### config.mk
export PLATFORM = sky130hd
export DESIGN_NAME = if_id_queue
export DESIGN_NICKNAME = d
export VERILOG_FILES = /design/src/rtl/if_id_queue.sv
export SDC_FILE = /design/constraint.sdc
export NUM_CORES = 1
export LEC_CHECK = 0
export ABC_CLOCK_PERIOD_IN_PS = 7000
export CAP_MARGIN = 20
export CORE_ASPECT_RATIO = 1.75
export CORE_MARGIN = 1
export CORE_UTILIZATION = 45
export DETAILED_ROUTE_END_ITERATION = 8
export PLACE_DENSITY = 0.65
export SYNTH_ARGS = -nofsm -noshare
export SYNTH_HDL_FRONTEND = slang
export SYNTH_SLANG_ARGS = --single-unit
### constraint.sdc
create_clock -name clk -period 7 [get_ports clk]
set_clock_uncertainty 0.2 [all_clocks]
set_input_delay 1.4 -clock clk [delete_from_list [all_inputs] [get_ports clk]]
set_output_delay 1.4 -clock clk [all_outputs]
set_load 0.01 [all_outputs]
### src/rtl/if_id_queue.sv
// ============================================================================
// Module      : if_id_queue
// Description : IF->ID skid queue, circular buffer of fetched entries.
// Revision    : 1.0
// ============================================================================
`default_nettype none

module if_id_queue #(
  parameter int          DEPTH      = 4,
  parameter int          TARGET     = 0,
  parameter int          GEN_TARGET = TARGET,
  parameter int          XLEN       = 32,
  parameter logic [31:0] NOP        = 32'h0000_0013
) (
  input  logic                       clk,
  input  logic                       rst_n,
  input  logic                       flush,
  input  logic                       in_valid,
  output logic                       in_ready,
  input  logic [XLEN-1:0]            pc_in,
  input  logic [XLEN-1:0]            pc_p4_in,
  input  logic [31:0]                instr_in,
  input  logic                       branch_take_in,
  input  logic                       out_ready,
  output logic                       instr_valid_out,
  output logic [XLEN-1:0]            pc_out,
  output logic [XLEN-1:0]            pc_p4_out,
  output logic [31:0]                instr_out,
  output logic                       branch_take_out,
  output logic [$clog2(DEPTH+1)-1:0] count
);

  localparam int   PW      = $clog2(DEPTH);
  localparam int   CW      = $clog2(DEPTH+1);
  localparam logic VALID   = 1'b1;
  localparam logic INVALID = 1'b0;

  typedef struct packed {
    logic [XLEN-1:0] pc;
    logic [XLEN-1:0] pc_p4;
    logic [31:0]     instr;
    logic            branch_take;
  } entry_t;

  logic [PW-1:0] r_wr_ptr;
  logic [PW-1:0] r_rd_ptr;
  logic [CW-1:0] r_count;
  entry_t        w_wr_entry;
  entry_t        w_head;
  logic          w_not_empty;
  logic          w_push;
  logic          w_pop;

  assign w_not_empty = (r_count != '0);
  assign in_ready    = (r_count != CW'(DEPTH));
  assign w_push      = in_valid && in_ready && !flush;
  assign w_pop       = w_not_empty && out_ready && !flush;
  assign w_wr_entry  = '{pc: pc_in, pc_p4: pc_p4_in, instr: instr_in,
                         branch_take: branch_take_in};

  // Payload storage carries no reset; only pointers/count decide visibility.
  generate
    if (GEN_TARGET == 1) begin : g_storage_fpga
      (* ram_style = "distributed" *) entry_t r_mem [DEPTH];
      always_ff @(posedge clk) begin
        if (w_push) r_mem[r_wr_ptr] <= w_wr_entry;
      end
      assign w_head = r_mem[r_rd_ptr];
    end else begin : g_storage_generic
      entry_t r_mem [DEPTH];
      always_ff @(posedge clk) begin
        if (w_push) r_mem[r_wr_ptr] <= w_wr_entry;
      end
      assign w_head = r_mem[r_rd_ptr];
    end
  endgenerate

  always_ff @(posedge clk or negedge rst_n) begin
    if (!rst_n) begin
      r_wr_ptr <= '0;
      r_rd_ptr <= '0;
      r_count  <= '0;
    end else if (flush) begin
      r_wr_ptr <= '0;
      r_rd_ptr <= '0;
      r_count  <= '0;
    end else begin
      if (w_push) r_wr_ptr <= r_wr_ptr + 1'b1;
      if (w_pop)  r_rd_ptr <= r_rd_ptr + 1'b1;
      case ({w_push, w_pop})
        2'b10:   r_count <= r_count + 1'b1;
        2'b01:   r_count <= r_count - 1'b1;
        default: r_count <= r_count;
      endcase
    end
  end

  assign count           = r_count;
  assign instr_valid_out = w_not_empty ? VALID : INVALID;
  assign pc_out          = w_not_empty ? w_head.pc          : '0;
  assign pc_p4_out       = w_not_empty ? w_head.pc_p4       : '0;
  assign instr_out       = w_not_empty ? w_head.instr       : NOP;
  assign branch_take_out = w_not_empty ? w_head.branch_take : 1'b0;

endmodule

`default_nettype wire

* Word level (Yosys, flattened, before mapping)
Memories as Yosys holds them, arrays and structs flattened.
Cells that the tools add are included.
** Word-level totals
- Register bits :: 7
- Memory bits (writable) :: 388
- Bits of input ports :: 102
- Output and inout port bits :: 102
- Logic and storage cells :: 33
- Memories kept :: 1
** Cells by class
- Add/sub/neg operators :: 4
- Equal/unequal tests :: 3
- Mux-type cells :: 13
- Reductions and logical operators :: 9
** Memory list
- g_storage_generic.r_mem :: words 4, width 97, read ports 1, clocked after memory_dff 0, write ports 1, line 70 : entry_t r_mem [DEPTH];
** Operators by type and width (number)
- $mux W32 :: 3
- $mux W2 :: 4
- $pmux W3 S2 :: 1
- $reduce_bool A3 Y1 :: 2
- $add A2 B1 Y2 const B :: 2
- $logic_and A1 B1 Y1 :: 4
- $mux W1 :: 4
- $reduce_bool A2 Y1 :: 2
- $add A3 B1 Y3 const B :: 1
- $mux W3 :: 1
- $ne A3 B3 Y1 const B :: 1
- $sub A3 B1 Y3 const B :: 1
- $eq A2 B1 Y1 const B :: 1
- $eq A2 B2 Y1 const B :: 1
- $logic_not A1 Y1 :: 1

* Depth between registers and ports, before layout
- Depth after elaboration :: 6
- Mapped depth :: 10
- Mapped depth without buffers :: 8

* Worst setup path after synthesis
Ideal clock, no wire load.
- Path type :: in2reg
- Start :: input port in_valid
- End :: memory g_storage_generic.r_mem[0][0] in the netlist's numbering (enable)
- Data arrival time :: 4.246 ns
- Data required time :: 6.333 ns
- Slack :: 2.087 ns
- Stages on the path :: 4
- Path buffers :: 1
- Cell sequence :: clkbuf_1 nand2_1 nor2_1 and2_1
** Between the ends
- Cells in the longest elaborated chain, start to end :: 4
** Ends and longest elaborated chain
- start: declaration :: line 18 : input logic in_valid,
- $logic_and A1 B1 Y1 (2 in series) :: line 56 : assign w_push = in_valid && in_ready && !flush;
- $mux W1 :: line 72 : if (w_push) r_mem[r_wr_ptr] <= w_wr_entry;
- $mux W1 (not written as such) :: line 72
- end: declaration :: line 70
No other way between the ends.

* Final worst setup path
- Start :: register r_rd_ptr[0]
- End :: output port instr_out[4]
** Between the ends
- Cells in the longest elaborated chain, start to end :: 2
** Ends and longest elaborated chain
- start: declaration :: line 46 : logic [PW-1:0] r_rd_ptr;
- start signal: assignment :: line 89 : if (w_pop) r_rd_ptr <= r_rd_ptr + 1'b1;
- $mem_v2 Z4 W97
- $mux W32 :: line 102 : assign instr_out = w_not_empty ? w_head.instr : NOP;
- end: declaration :: line 28 : output logic [31:0] instr_out,
No other way between the ends.

==> impl_results.md <==
- Critical Path Sink Type: output port
- Syn nets: 786
- Cell area after synthesis: 15150 sq um
- CTS root buffer: clkbuf_16
- Clk buf depth: 3
- Clock Latency Late Sink: 510 ps
- Initial antenna violation count: 2
- Vias per std cell: 5.387
- VDD IR max: 0.2468 mV
- Diode count: 0
- Clk network pwr share: 0.334
- Antenna viol nets, final: 0
- Pre-Repair DR Iteration Count: 5
- RSZ-0062 raised after global routing: no
- Fin Setup TNS: 0 ps
- IO Pins: 204
- Vias in the first global route: 7432
- Outcome: finished, final reports clean
- Top cells by area, synth: edfxtp_1, mux4_2, and2_1, dfrtp_1, buf_2
- Post-CTS Resized: 0
- Final Hold Fails: 0
- EDFF count, synth: 388
- Minimum clock period: 4870 ps
- Leak: 5.822 nW
- Initial Utilization: 0.4588
- Placed Area: 17640 sq um
- Final worst-path cycle share: 0.6957
- Worst Hold Class: flop to flop
- Post-Syn Area per Cell: 22.32 sq um
- Hpwl dp: 18080 um
- Syn-to-layout area delta: 22.83%
- Slew margin rel.: 0.3328
- Setup CP Type: flop to output port
- Slowest CP cell: dfrtp_4
- Synth top area share: 0.7688
- Slowest stage delay, CP: 930 ps
- Nets: 999
- Main flop type after synthesis: edfxtp_1
- Clock Sinks: 395
- Drc violations: 0
- Iter 0 DRT Violations: 344
- Ys Warns: 0
- Total Wirelength: 29720 um
- Final Max Slew Viols: 0
- Placement Rows: 88
- Via count: 7100
- Top cells by count, synth: edfxtp_1, and2_1, mux4_2
- Die width: 140.7 um
- Largest net degree at the start of global routing: 60
- Final Wtd Congestion: 0.6965
- Cell variety after synth: 35
- Final setup violation count: 0
- Crit-path cells: buf_4 > mux4_2 > or2_1 > clkdlybuf4s50_1
- Net Switching: 1.115 mW
- Cell internal pwr: 3.965 mW
- Worst setup SP type: flop
- Post-synthesis sequential area ratio: 0.7804
- Post-synthesis cell count: 679
- Clk pin slew, worst setup/hold paths: 60 ps
- First-pass GRT wire length: 44890 um
- Async SR Flop Fraction: 0.01772
- Comb pwr share: 0.131
- Final Cell Area: 18610 sq um
- Wirelength per Cell: 22.55 um
- H-tree Lvls: 2
- Worst path arrival time: 3270 ps
- Synth Register Bits: 395
- CORE AREA: 33030 sq um
- CTS tree: done
- Die height: 244.8 um
- Total track usage: 0.1778
- Fin util: 0.5635
- CTS Hold Bufs: 0
- Area of the die: 34440 sq um
- Power Density: 272.9 nW/um^2
- CP Data Required Time: 5400 ps
- Share of post-route cells with drive strength above 1: 0.1709
- CP bufs+invs: 2
- Number of port buffers: 203
- MaxCap Viol Count: 0
- Reg power frac: 0.535
- Total CTS buffers: 34
- Switch share: 0.2195
- CP Max Fanout: 37
- Most common cell in the synthesized netlist: edfxtp_1
- Post-CTS setup buffers: 0
- Residual overflow from global routing: 0
- Worst-margin pin slew: 999.4 ps
- Fmax: 0.2053 GHz
- Top cell type by total area after synthesis: edfxtp_1
- Dominant delay contributor by cell family on the critical path: buffers and inverters
- Hold slack: 388.7 ps
-- cell type report --
| class | count | area [sq um] |
|---|---|---|
| inverter | 3 | 11.26 |
| timing repair buffer | 214 | 2152 |
| clock inverter | 14 | 68.82 |
| fill | 2491 | 14420 |
| sequential | 395 | 11830 |
| multi-input combinational | 244 | 3136 |
| tap | 405 | 506.7 |
| clock buffer | 43 | 905.9 |
-- sequential cells by signal, indices dropped and copies added, names as in the netlist --
name	count
r_wr_ptr	2
r_rd_ptr	2
count	3
g_storage_generic.r_mem	388
-- placed cells by master (no fill, tap or decap), types with 2 or more instances in the layout --
| master | n |
|---|---|
| inv_1 | 2 |
| clkbuf_16 | 35 |
| clkdlybuf4s50_1 | 203 |
| buf_4 | 8 |
| a21oi_1 | 3 |
| ha_1 | 4 |
| dfrtp_1 | 5 |
| clkbuf_1 | 8 |
| buf_12 | 3 |
| and2_4 | 4 |
| xnor2_1 | 2 |
| nand3_1 | 4 |
| o21ai_0 | 2 |
| nor3_1 | 2 |
| xor2_1 | 2 |
| clkinv_2 | 2 |
| nand2_1 | 6 |
| dfrtp_4 | 2 |
| edfxtp_1 | 388 |
| mux4_2 | 97 |
| and2_1 | 94 |
| clkinv_1 | 9 |
| or2_1 | 3 |
| nor2_1 | 7 |
-- worst paths after layout --
path	from	to	slack, ps	cells after the start
max	r_rd_ptr[0]	instr_out[4]	2130	4
min	r_wr_ptr[1]	r_wr_ptr[1]	390	2
max reg2reg	count[0]	count[1]	3940	8
min reg2reg	r_wr_ptr[1]	r_wr_ptr[1]	390	2
max in group asynchronous	rst_n	r_rd_ptr[0]	5320	1
min in group asynchronous	rst_n	count[0]	970	1
-- per-stage QoR --
step,worst slack [ps],power (mW),cells
after floorplan,2087,3.110,679
after global placement,2549,3.444,1261
after detailed placement,2550,3.451,1261
after CTS,1981,5.147,1318
after global routing,1852,5.267,1318
final,2130,5.080,1318
-- power by group through the flow --
stage	logic [mW]	registers, mW	clock network (mW)
global placement	0.676	2.77	0
detailed placement	0.678	2.77	0
global route	0.713	2.73	1.83
floorplan	0.362	2.75	0
CTS	0.680	2.72	1.75
finish	0.663	2.72	1.70
-- tightest hold or removal path: stages, from the launching register on --
cell and delay (ps):
dfrtp_1 410, nand2_1 70, a21oi_1 60
-- layer usage --
| layer | track usage | vias to the layer above | routed length [um] |
|---|---|---|---|
| met4 | 0.05786 | 2 | 678 |
| met2 | 0.3147 | 177 | 15910 |
| met5 | 0 | - | 16 |
| met3 | 0.03804 | 44 | 1472 |
| met1 | 0.2159 | 3700 | 11640 |
| li1 | - | 3177 | - |
-- cells by family (layout without fill, tap and decap cells) --
logic type / count (synthesis) / after routing / synth area share
AO/OA/AOI/OAI: 11 / 11 / 0.004789
adder cells (fa/ha/maj): 5 / 5 / 0.004624
XOR/XNOR: 4 / 4 / 0.002312
buffers and inverters: 40 / 274 / 0.01337
AND/OR/NAND/NOR: 127 / 127 / 0.05037
multiplexers: 97 / 97 / 0.1442
flip-flops: 395 / 395 / 0.7804
No activity file was read; power rests on OpenSTA's default activity.
